$ cat src/rtl/keytr_multi_if.sv
// Key pins and per-channel debounce results between the raw board keys and keytr_multi.
interface keytr_multi_if #(
  parameter int unsigned N_KEYS = 4
) ();
  logic [N_KEYS-1:0] key;
  logic [N_KEYS-1:0] key_state;
  logic [N_KEYS-1:0] press_pulse;
  logic [N_KEYS-1:0] release_pulse;
  logic [N_KEYS-1:0] repeat_pulse;
  logic [N_KEYS-1:0] KEYON;

  modport master (output key, input key_state, press_pulse, release_pulse, repeat_pulse, KEYON);
  modport slave  (input key, output key_state, press_pulse, release_pulse, repeat_pulse, KEYON);
endinterface

$ cat src/rtl/keytr_multi.sv
// N-channel key debouncer with press/release pulses and an active-low KEYON strobe.
// Auto-repeat pulses are built only when KEYTR_MULTI_AUTOREPEAT_EN is defined.
module keytr_multi #(
  parameter int unsigned N_KEYS      = 4,
  parameter int unsigned DEB_CYCLES  = 4096,
  parameter bit          KEY_ACT_LOW = 1'b1,
  parameter int unsigned REPEAT_DLY  = 500000,
  parameter int unsigned REPEAT_PER  = 100000,
  parameter int unsigned CNT_W       = 20
) (
  input  logic          clock,
  input  logic          reset_n,
  keytr_multi_if.slave  bus
);

  typedef enum logic [1:0] {IDLE, PRESS_DB, HELD, REL_DB} state_t;

  localparam logic [N_KEYS-1:0] REL_LVL  = {N_KEYS{KEY_ACT_LOW}};
  localparam logic [CNT_W-1:0]  DEB_LAST = CNT_W'(DEB_CYCLES - 1);

  // Elaboration-time parameter sanity checks
  if (DEB_CYCLES < 2 || 64'(DEB_CYCLES) >= (64'd1 << CNT_W)) begin : g_bad_deb
    $error("keytr_multi: DEB_CYCLES out of range");
  end
  if (REPEAT_DLY < 1 || 64'(REPEAT_DLY) >= (64'd1 << CNT_W)) begin : g_bad_dly
    $error("keytr_multi: REPEAT_DLY out of range");
  end
  if (REPEAT_PER < 1 || 64'(REPEAT_PER) >= (64'd1 << CNT_W)) begin : g_bad_per
    $error("keytr_multi: REPEAT_PER out of range");
  end

`ifdef KEYTR_MULTI_AUTOREPEAT_EN
  localparam logic [CNT_W-1:0] DLY_LAST = CNT_W'(REPEAT_DLY - 1);
  localparam logic [CNT_W-1:0] PER_LAST = CNT_W'(REPEAT_PER - 1);
  logic [N_KEYS-1:0] phase;
`endif

  logic [N_KEYS-1:0]            sync1;
  logic [N_KEYS-1:0]            sync2;
  logic [N_KEYS-1:0]            p;
  state_t [N_KEYS-1:0]          state;
  logic [N_KEYS-1:0][CNT_W-1:0] cnt;
  logic [N_KEYS-1:0]            key_state_q;
  logic [N_KEYS-1:0]            press_q;
  logic [N_KEYS-1:0]            release_q;
  logic [N_KEYS-1:0]            repeat_q;
  logic [N_KEYS-1:0]            keyon_q;

  function automatic logic [CNT_W-1:0] sat_inc(input logic [CNT_W-1:0] v);
    return (v == {CNT_W{1'b1}}) ? v : v + CNT_W'(1);
  endfunction

  assign p = KEY_ACT_LOW ? ~sync2 : sync2;

  // Synchronizer, per-channel debounce FSMs and registered outputs
  always_ff @(posedge clock) begin
    if (!reset_n) begin
      sync1       <= REL_LVL;
      sync2       <= REL_LVL;
      key_state_q <= '0;
      press_q     <= '0;
      release_q   <= '0;
      repeat_q    <= '0;
      keyon_q     <= '1;
      cnt         <= '0;
`ifdef KEYTR_MULTI_AUTOREPEAT_EN
      phase       <= '0;
`endif
      for (int i = 0; i < int'(N_KEYS); i++) begin
        state[i] <= IDLE;
      end
    end else begin
      sync1     <= bus.key;
      sync2     <= sync1;
      press_q   <= '0;
      release_q <= '0;
      repeat_q  <= '0;
      keyon_q   <= ~press_q;
      for (int i = 0; i < int'(N_KEYS); i++) begin
        case (state[i])
          IDLE: begin
            if (p[i]) begin
              state[i] <= PRESS_DB;
              cnt[i]   <= CNT_W'(1);
            end else begin
              cnt[i]   <= '0;
            end
          end
          PRESS_DB: begin
            if (!p[i]) begin
              state[i] <= IDLE;
              cnt[i]   <= '0;
            end else if (cnt[i] == DEB_LAST) begin
              state[i]       <= HELD;
              key_state_q[i] <= 1'b1;
              press_q[i]     <= 1'b1;
              cnt[i]         <= '0;
            end else begin
              cnt[i] <= sat_inc(cnt[i]);
            end
          end
          HELD: begin
            if (!p[i]) begin
              state[i] <= REL_DB;
              cnt[i]   <= CNT_W'(1);
`ifdef KEYTR_MULTI_AUTOREPEAT_EN
              phase[i] <= 1'b0;
`endif
            end else begin
`ifdef KEYTR_MULTI_AUTOREPEAT_EN
              // First repeat after REPEAT_DLY, then every REPEAT_PER while held
              if ((!phase[i] && cnt[i] == DLY_LAST) || (phase[i] && cnt[i] == PER_LAST)) begin
                repeat_q[i] <= 1'b1;
                cnt[i]      <= '0;
                phase[i]    <= 1'b1;
              end else begin
                cnt[i] <= sat_inc(cnt[i]);
              end
`else
              cnt[i] <= '0;
`endif
            end
          end
          REL_DB: begin
            if (p[i]) begin
              state[i] <= HELD;
              cnt[i]   <= '0;
            end else if (cnt[i] == DEB_LAST) begin
              state[i]       <= IDLE;
              key_state_q[i] <= 1'b0;
              release_q[i]   <= 1'b1;
              cnt[i]         <= '0;
            end else begin
              cnt[i] <= sat_inc(cnt[i]);
            end
          end
          default: begin
            state[i] <= IDLE;
            cnt[i]   <= '0;
          end
        endcase
      end
    end
  end

  assign bus.key_state     = key_state_q;
  assign bus.press_pulse   = press_q;
  assign bus.release_pulse = release_q;
  assign bus.repeat_pulse  = repeat_q;
  assign bus.KEYON         = keyon_q;

endmodule

$ cat src/flat_wrapper.sv
// flat-port wrapper written by rule: the top's interface ports become plain ports
module keytr_multi_flat 
#(
  parameter int unsigned N_KEYS      = 4,
  parameter int unsigned DEB_CYCLES  = 4096,
  parameter bit          KEY_ACT_LOW = 1'b1,
  parameter int unsigned REPEAT_DLY  = 500000,
  parameter int unsigned REPEAT_PER  = 100000,
  parameter int unsigned CNT_W       = 20
)
  (clock, reset_n, bus_key, bus_key_state, bus_press_pulse, bus_release_pulse, bus_repeat_pulse, bus_KEYON);
  keytr_multi_if #(.N_KEYS(N_KEYS)) bus_i ();
  input  logic clock;
  input  logic reset_n;
  input wire logic [$bits(bus_i.key)-1:0] bus_key;
  output wire logic [$bits(bus_i.key_state)-1:0] bus_key_state;
  output wire logic [$bits(bus_i.press_pulse)-1:0] bus_press_pulse;
  output wire logic [$bits(bus_i.release_pulse)-1:0] bus_release_pulse;
  output wire logic [$bits(bus_i.repeat_pulse)-1:0] bus_repeat_pulse;
  output wire logic [$bits(bus_i.KEYON)-1:0] bus_KEYON;
  assign bus_i.key = bus_key;
  assign bus_key_state = bus_i.key_state;
  assign bus_press_pulse = bus_i.press_pulse;
  assign bus_release_pulse = bus_i.release_pulse;
  assign bus_repeat_pulse = bus_i.repeat_pulse;
  assign bus_KEYON = bus_i.KEYON;
  keytr_multi #(.N_KEYS(N_KEYS), .DEB_CYCLES(DEB_CYCLES), .KEY_ACT_LOW(KEY_ACT_LOW), .REPEAT_DLY(REPEAT_DLY), .REPEAT_PER(REPEAT_PER), .CNT_W(CNT_W)) u_core (.clock(clock), .reset_n(reset_n), .bus(bus_i));
endmodule
$ cat config.mk
export PLATFORM = sky130hd
export DESIGN_NAME = keytr_multi_flat
export DESIGN_NICKNAME = d
export VERILOG_FILES = /design/src/rtl/keytr_multi_if.sv /design/src/rtl/keytr_multi.sv /design/src/flat_wrapper.sv
export SDC_FILE = /design/constraint.sdc
export NUM_CORES = 1
export LEC_CHECK = 0
export CORE_UTILIZATION = 54
export CTS_CLUSTER_DIAMETER = 100
export DETAILED_ROUTE_END_ITERATION = 8
export GPL_ROUTABILITY_DRIVEN = 0
export GPL_TIMING_DRIVEN = 0
export HOLD_SLACK_MARGIN = 0.1
export PLACE_DENSITY = 0.76
export SYNTH_ARGS = -nofsm -noshare
export SYNTH_HDL_FRONTEND = slang
export SYNTH_SLANG_ARGS = --single-unit
$ cat constraint.sdc
create_clock -name clock -period 1.9 [get_ports clock]
set_input_delay 0.38 -clock clock [delete_from_list [all_inputs] [get_ports clock]]
set_output_delay 0.38 -clock clock [all_outputs]
set_load 0.01 [all_outputs]
==> impl_metrics.yaml <==
clock_tree:
  cts_tree: "done"
  cts_buffers: 9
  cts_hold_buffers: 0
  cts_root_buffer: "clkbuf_8"
  htreeDepth: 3
  path_clk_slew_ns: 0.11
  cts_sinks: 112
  clock_path_buffers: 2
  clk_latency_ns: 0.38
timing:
  worst_slew_pin_slew_ns: 0.530
  period_minus_slack_ns: 2.00
  fmax_mhz: 499
  holdWs_ns: 0.393
  rsz0062_at_grt: "true"
  min_period_over_period_pct: 106
  hold_viol: 0
  report.final.slew_viol_count: 0
  setup_viol: 11
  finClkSkew_ns: 0.0168
  setup_tns_ns: -0.355
  slew_headroom_pct: 64.7
  fin_ws_ns: -0.105
floorplanning:
  die_y_um: 98.9
  io_pins: 26
  rows: 35
  initial_utilization_pct: 55.4
  core-area_sq_mm: 0.00915
  die_w_um: 98.9
  dieArea_sq_mm: 0.00979
grt:
  grt_pass1_vias: 3944
  grt_pass1_wl_mm: 17.9
  met3_usage_pct: 4.89
  grt_max_degree: 19
  grt_remaining_overflow: 0
  antenna_found_initial: 0
  grt.total_usage_pct: 22.4
  grtUsageMet1_pct: 27.8
  busiest_layer: "met2"
  globalRouteMet2Util_pct: 38.4
power:
  p_leak_nw: 2.07
  power.density_mw_per_mm2: 616
  ir_worst_vdd_uv: 492
synthesis:
  synth_cell_types: 50
  synth_seq_area_share_pct: 44.2
  synthesis.instances: 591
  syn_avg_cell_area_sq_um: 8.58
  synth_warnings: 0
  synth_edf_count: 0
  synth_seq_cells: 112
  netlist_area_sq_mm: 0.00507
  synthFlopType: "dfxtp_1"
  synth-async-reset-ratio_pct: 0
route:
  drt-vias-per-instance: 5.91
  drtIter0Drc: 148
  wl_per_cell_um: 14.7
  drt_wl_total_mm: 11.3
  via_count: 4521
  drt.antenna.violating_nets: 0
  drc: 0
  drt-pass1-iter-count: 4
job:
  maxCapViolations: 0
critical_path:
  cp_top_family: "simple AND/OR/NAND/NOR gates"
  critPathSlowestCell: "or4_4"
  path_cells: "or4_4 > nor4_4 > and4b_1 > mux2_4 > o21a_1"
  critPathMaxFanout: 5
  crit_buf_inv: 0
  path_class: "reg2reg"
  end_kind: "flop"
  crit_required_ns: 2.17
  crit_path_max_incr_delay_ns: 0.56
  cp-start-kind: "flop"
  arrival_ns: 2.27
run_status:
  status: "finished with violations"
  violations: "setup timing"
final_layout:
  nNetsFinal: 659
  final_cell_mix: "dfxtp_1, nor2_1, nand2_1, nand3_1, xnor2_1"
  area_growth_syn_to_layout_pct: 21.7
  drive_above_1_share_pct: 19.6
  antenna_cells: 0
  layout_commonest_cell: "dfxtp_1"
place:
  dpl_worst_slack_ns: -0.309
  post-dp-hpwl_mm: 7.21
  io_buffers: 21
min_path:
  hp-class: "reg2reg"
[timing repair]
action / CTS / global route
setup buffers: 11 / 13
endpoints found under the setup margin: 66 / 70
endpoints found under the hold margin: 0 / 0
resized for setup: 36 / 67
pin swaps: 11 / 25
gates cloned: 0 / 2
[synthesized netlist by cell type, types with 5 or more instances]
library cell	instances	area, sq um
nor2_1	84	315
nand2b_1	8	50.1
nor4_1	9	56.3
inv_1	8	30.0
a21oi_1	32	160
or4_1	5	37.5
nand2_1	46	173
xnor2_1	32	280
and3_1	13	81.3
nor3_1	30	150
o21ai_0	13	65.1
dfxtp_1	112	2240
buf_2	8	40.0
nand4_1	21	131
clkbuf_1	8	30.0
a31oi_1	11	68.8
o21a_1	7	52.6
a21boi_0	6	45.0
or3_1	6	37.5
buf_4	5	37.5
nand3_1	36	180
a211oi_1	13	97.6
xor2_1	14	123
and4_1	18	158
[cell type report]
cell class / count / area, sq um
Tap cell: 111 / 139
Sequential cell: 112 / 2280
Multi-Input combinational cell: 453 / 2980
Clock buffer: 11 / 151
Timing Repair Buffer: 46 / 417
Fill cell: 715 / 2980
Inverter: 8 / 30.0
Buffer: 19 / 135
Clock inverter: 5 / 36.3
[registers in the layout (all words and copies together) (netlist names), named ones only]
register                  flops
u_core.sync2                  4
u_core.state                  4
u_core.cnt                   80
u_core.bus.key_state          4
u_core.sync1                  4
u_core.bus.press_pulse        4
u_core.bus.release_pulse      4
u_core.bus.KEYON              4
[layer usage]
| layer | vias up | part of all wire [%] | wire [um] |
|---|---|---|---|
| met3 | 20 | 4.0 | 449 |
| met1 | 2132 | 44 | 4960 |
| li1 | 2257 | - | - |
| met5 | - | 0 | 0 |
| met4 | 0 | 1.8 | 198 |
| met2 | 112 | 50 | 5660 |
[power breakdown]
part           total (mW)  internal (mW)  leakage [nW]  switching, mW
combinational      0.0639         0.0312          1.06         0.0327
sequential           2.36           2.35         0.917         0.0113
clock                1.38          0.560         0.101          0.816
[cell families after synthesis]
logic type               count (synthesis)  synth area share (%)
flip-flops                             112                  44.2
multiplexers                             7                  1.45
adder cells (fa/ha/maj)                  4                 0.986
XOR/XNOR                                46                  7.94
AO/OA/AOI/OAI                           98                  12.4
other                                    1                0.0739
AND/OR/NAND/NOR                        294                  30.3
buffers and inverters                   29                  2.71
[worst paths after layout]
check,startpoint,to,slack [ns],depth (start not counted)
setup reg to reg,u_core.cnt[58]$_SDFF_PN0_,u_core.bus.key_state[2]$_SDFFE_PN0P_,-0.10,5
hold reg to reg,u_core.bus.press_pulse[0]$_SDFF_PN0_,u_core.bus.KEYON[0]$_SDFF_PN1_,0.39,1
setup / recovery,u_core.cnt[58]$_SDFF_PN0_,u_core.bus.key_state[2]$_SDFFE_PN0P_,-0.10,5
hold / removal,u_core.bus.press_pulse[0]$_SDFF_PN0_,u_core.bus.KEYON[0]$_SDFF_PN1_,0.39,1
[metrics by stage]
step	cells	utilization, %	instance area, sq um	total power [mW]
finish	765	67.5	6170	3.80
global route	765	67.5	6170	3.95
CTS	751	63.5	5810	3.85
detailed placement	726	59.5	5450	2.48
global placement	726	59.5	5450	2.48
floorplan	594	-	5100	2.46
[worst register-to-register path, delay by kind of cell, from the launching register on]
family,cells,cell delay (ns)
AOI/OAI and AO/OA,1,0.16
DFF,1,0.35
muxes,1,0.31
and+or+nand+nor,3,1.07
(Power assumes the default switching activity.)
==> RTL edit (config.mk and constraints unchanged) <==
Add a define of `KEYTR_MULTI_AUTOREPEAT_EN`.
--- a/src/rtl/keytr_multi.sv
+++ b/src/rtl/keytr_multi.sv
@@ -2,2 +2,4 @@
 // Auto-repeat pulses are built only when KEYTR_MULTI_AUTOREPEAT_EN is defined.
+`define KEYTR_MULTI_AUTOREPEAT_EN
+
 module keytr_multi #(
Function: same outputs for any inputs over 4 cycles, from zero or initial values and one cycle with reset_n low; that may be too few to reach the edited logic, so the function may still have changed.
==> RTL edit against the unedited design <==
  * Die area increased by 17%
  * Worst hold slack got worse by 0.022 ns
  * Sequential cell count increased by 8
  * Final area increased by 38%
  * Routed wire length increased by 71%
  * Non-clock buffer count increased by 62
  * Clock skew decreased by 0.0097 ns
  * Area after synthesis increased by 17%
  * First-iteration DRC count increased to 3.9 times the old value
  * Worst setup slack got worse by 0.034 ns
  * The flow still finishes with violations (negative setup slack)
Power is not compared: it rests on default switching activity, and its combinational part moved more than twofold at a synthesized area within 25%.
==> RTL edit: results (changes against the unedited design) <==
status: "finished, violations left"
violations: "negative setup slack"
crit_family: "simple AND/OR/NAND/NOR gates"
post-cts-setup-buffers: 35  # +24
clock-skew-final_ns: 0.00702  # -0.00974 ns
via_count: 6131  # +36%
first_global_vias: 5369  # +36%
hold_path_end: "u_core.bus.press_pulse[1]"
reg2reg_to: "u_core.cnt[71]"
path_clk_slew_ns: 0.06  # -0.05 ns
htreeDepth: 4  # +1
cts_buffer_depth: 2  # unchanged
yosysSeqAreaShare_pct: 40.3  # -3.9 points
r2r_cells: 8  # +3
crit_fanout: 6  # +1
fill_cells: 610  # -15%
insertion_delay_ns: 0.54  # +0.16 ns
synth_top_cells_by_area: "dfxtp_1 40%, xnor2_1 8.1%, nor2_1 4.1%"
routed-wl-met2_mm: 9.39  # +66%
drt_iter0_drc: 579  # +290%
first_pass_iters: 8  # +4
min_path_type: "input pin to flip-flop"
use_met2_pct: 50.5  # +12 points
crit_start: "u_core.cnt[62]"
synth_commonest_cells: "120 x dfxtp_1, 65 x nor2_1, 59 x nand2_1, 55 x xnor2_1, 44 x a21oi_1"
routed.top_layer: "met4"
track_usage_pct: 29.5  # +7.1 points
timing.slew.headroom_pct: 45.9  # -19 points
dp_slack_ns: -0.374  # -0.0653 ns
antenna_cells: 0  # unchanged
cp_slowest_cell: "dfxtp_1"
setup_slack_ns: -0.139  # -0.0339 ns
avgRoutedWirePerCell_um: 20.1  # +37%
yosysUniqueCellTypes: 64  # +28%
synth_compound_area_share_pct: 14.3  # +1.9 points
dpl_cell_area_mm2: 0.00642  # +18%
muxShareOfSynthArea_pct: 2.37  # +0.92 points
synth_cells: 695  # +18%
drive_above_1_share_pct: 36.1  # +17 points
setup_viol: 73  # +62
worstHoldStart: "reset_n"
synth_xor_area_share_pct: 8.67  # +0.73 points
dpl.cell_count: 855  # +18%
dp_hpwl_mm: 9.42  # +31%
cp.arrival_ns: 2.43  # +0.16 ns
dr_wl_met3_mm: 1.54  # +240%
numPortBuffers: 24  # +14%
grt_start_max_net_pins: 17  # -2
use_met1_pct: 35.5  # +7.8 points
post_cts_resized: 107  # +200%
synthAdderAreaFrac_pct: 0.840  # -0.15 points
cts_buffers: 17  # +8
met3_usage_pct: 6.02  # +1.1 points
==> RTL edit: cell count changes after synthesis, moves of 8 or more <==
cell	unedited run	this run
inv_1	8	21
nand2_1	46	59
a21oi_1	32	44
mux2i_1	4	13
xor2_1	14	4
and4_1	18	7
dfxtp_1	112	120
xnor2_1	32	55
nor2_1	84	65
clkbuf_1	8	23
==> RTL edit: per-stage QoR <==
step                util (%)  TNS, ns  hold slack [ns]  total power, W
detailed placement      61.1   -23.17            0.374         0.00271
floorplan                  -        0            0.386         0.00267
global placement        61.1   -20.66            0.372         0.00271
CTS                     73.7    -1.61            0.334         0.00632
finish                  80.8    -5.00            0.372         0.00637
global route            80.8   -11.03            0.400         0.00649
==> RTL edit: layout make-up <==
cell class,instances,area share (%)
Inverter,21,0.928
Clock inverter,12,2.59
Buffer,28,2.43
Clock buffer,20,5.36
Sequential cell,120,29.2
Timing Repair Buffer,99,10.3
Tap cell,136,2.00
Multi-Input combinational cell,519,47.2
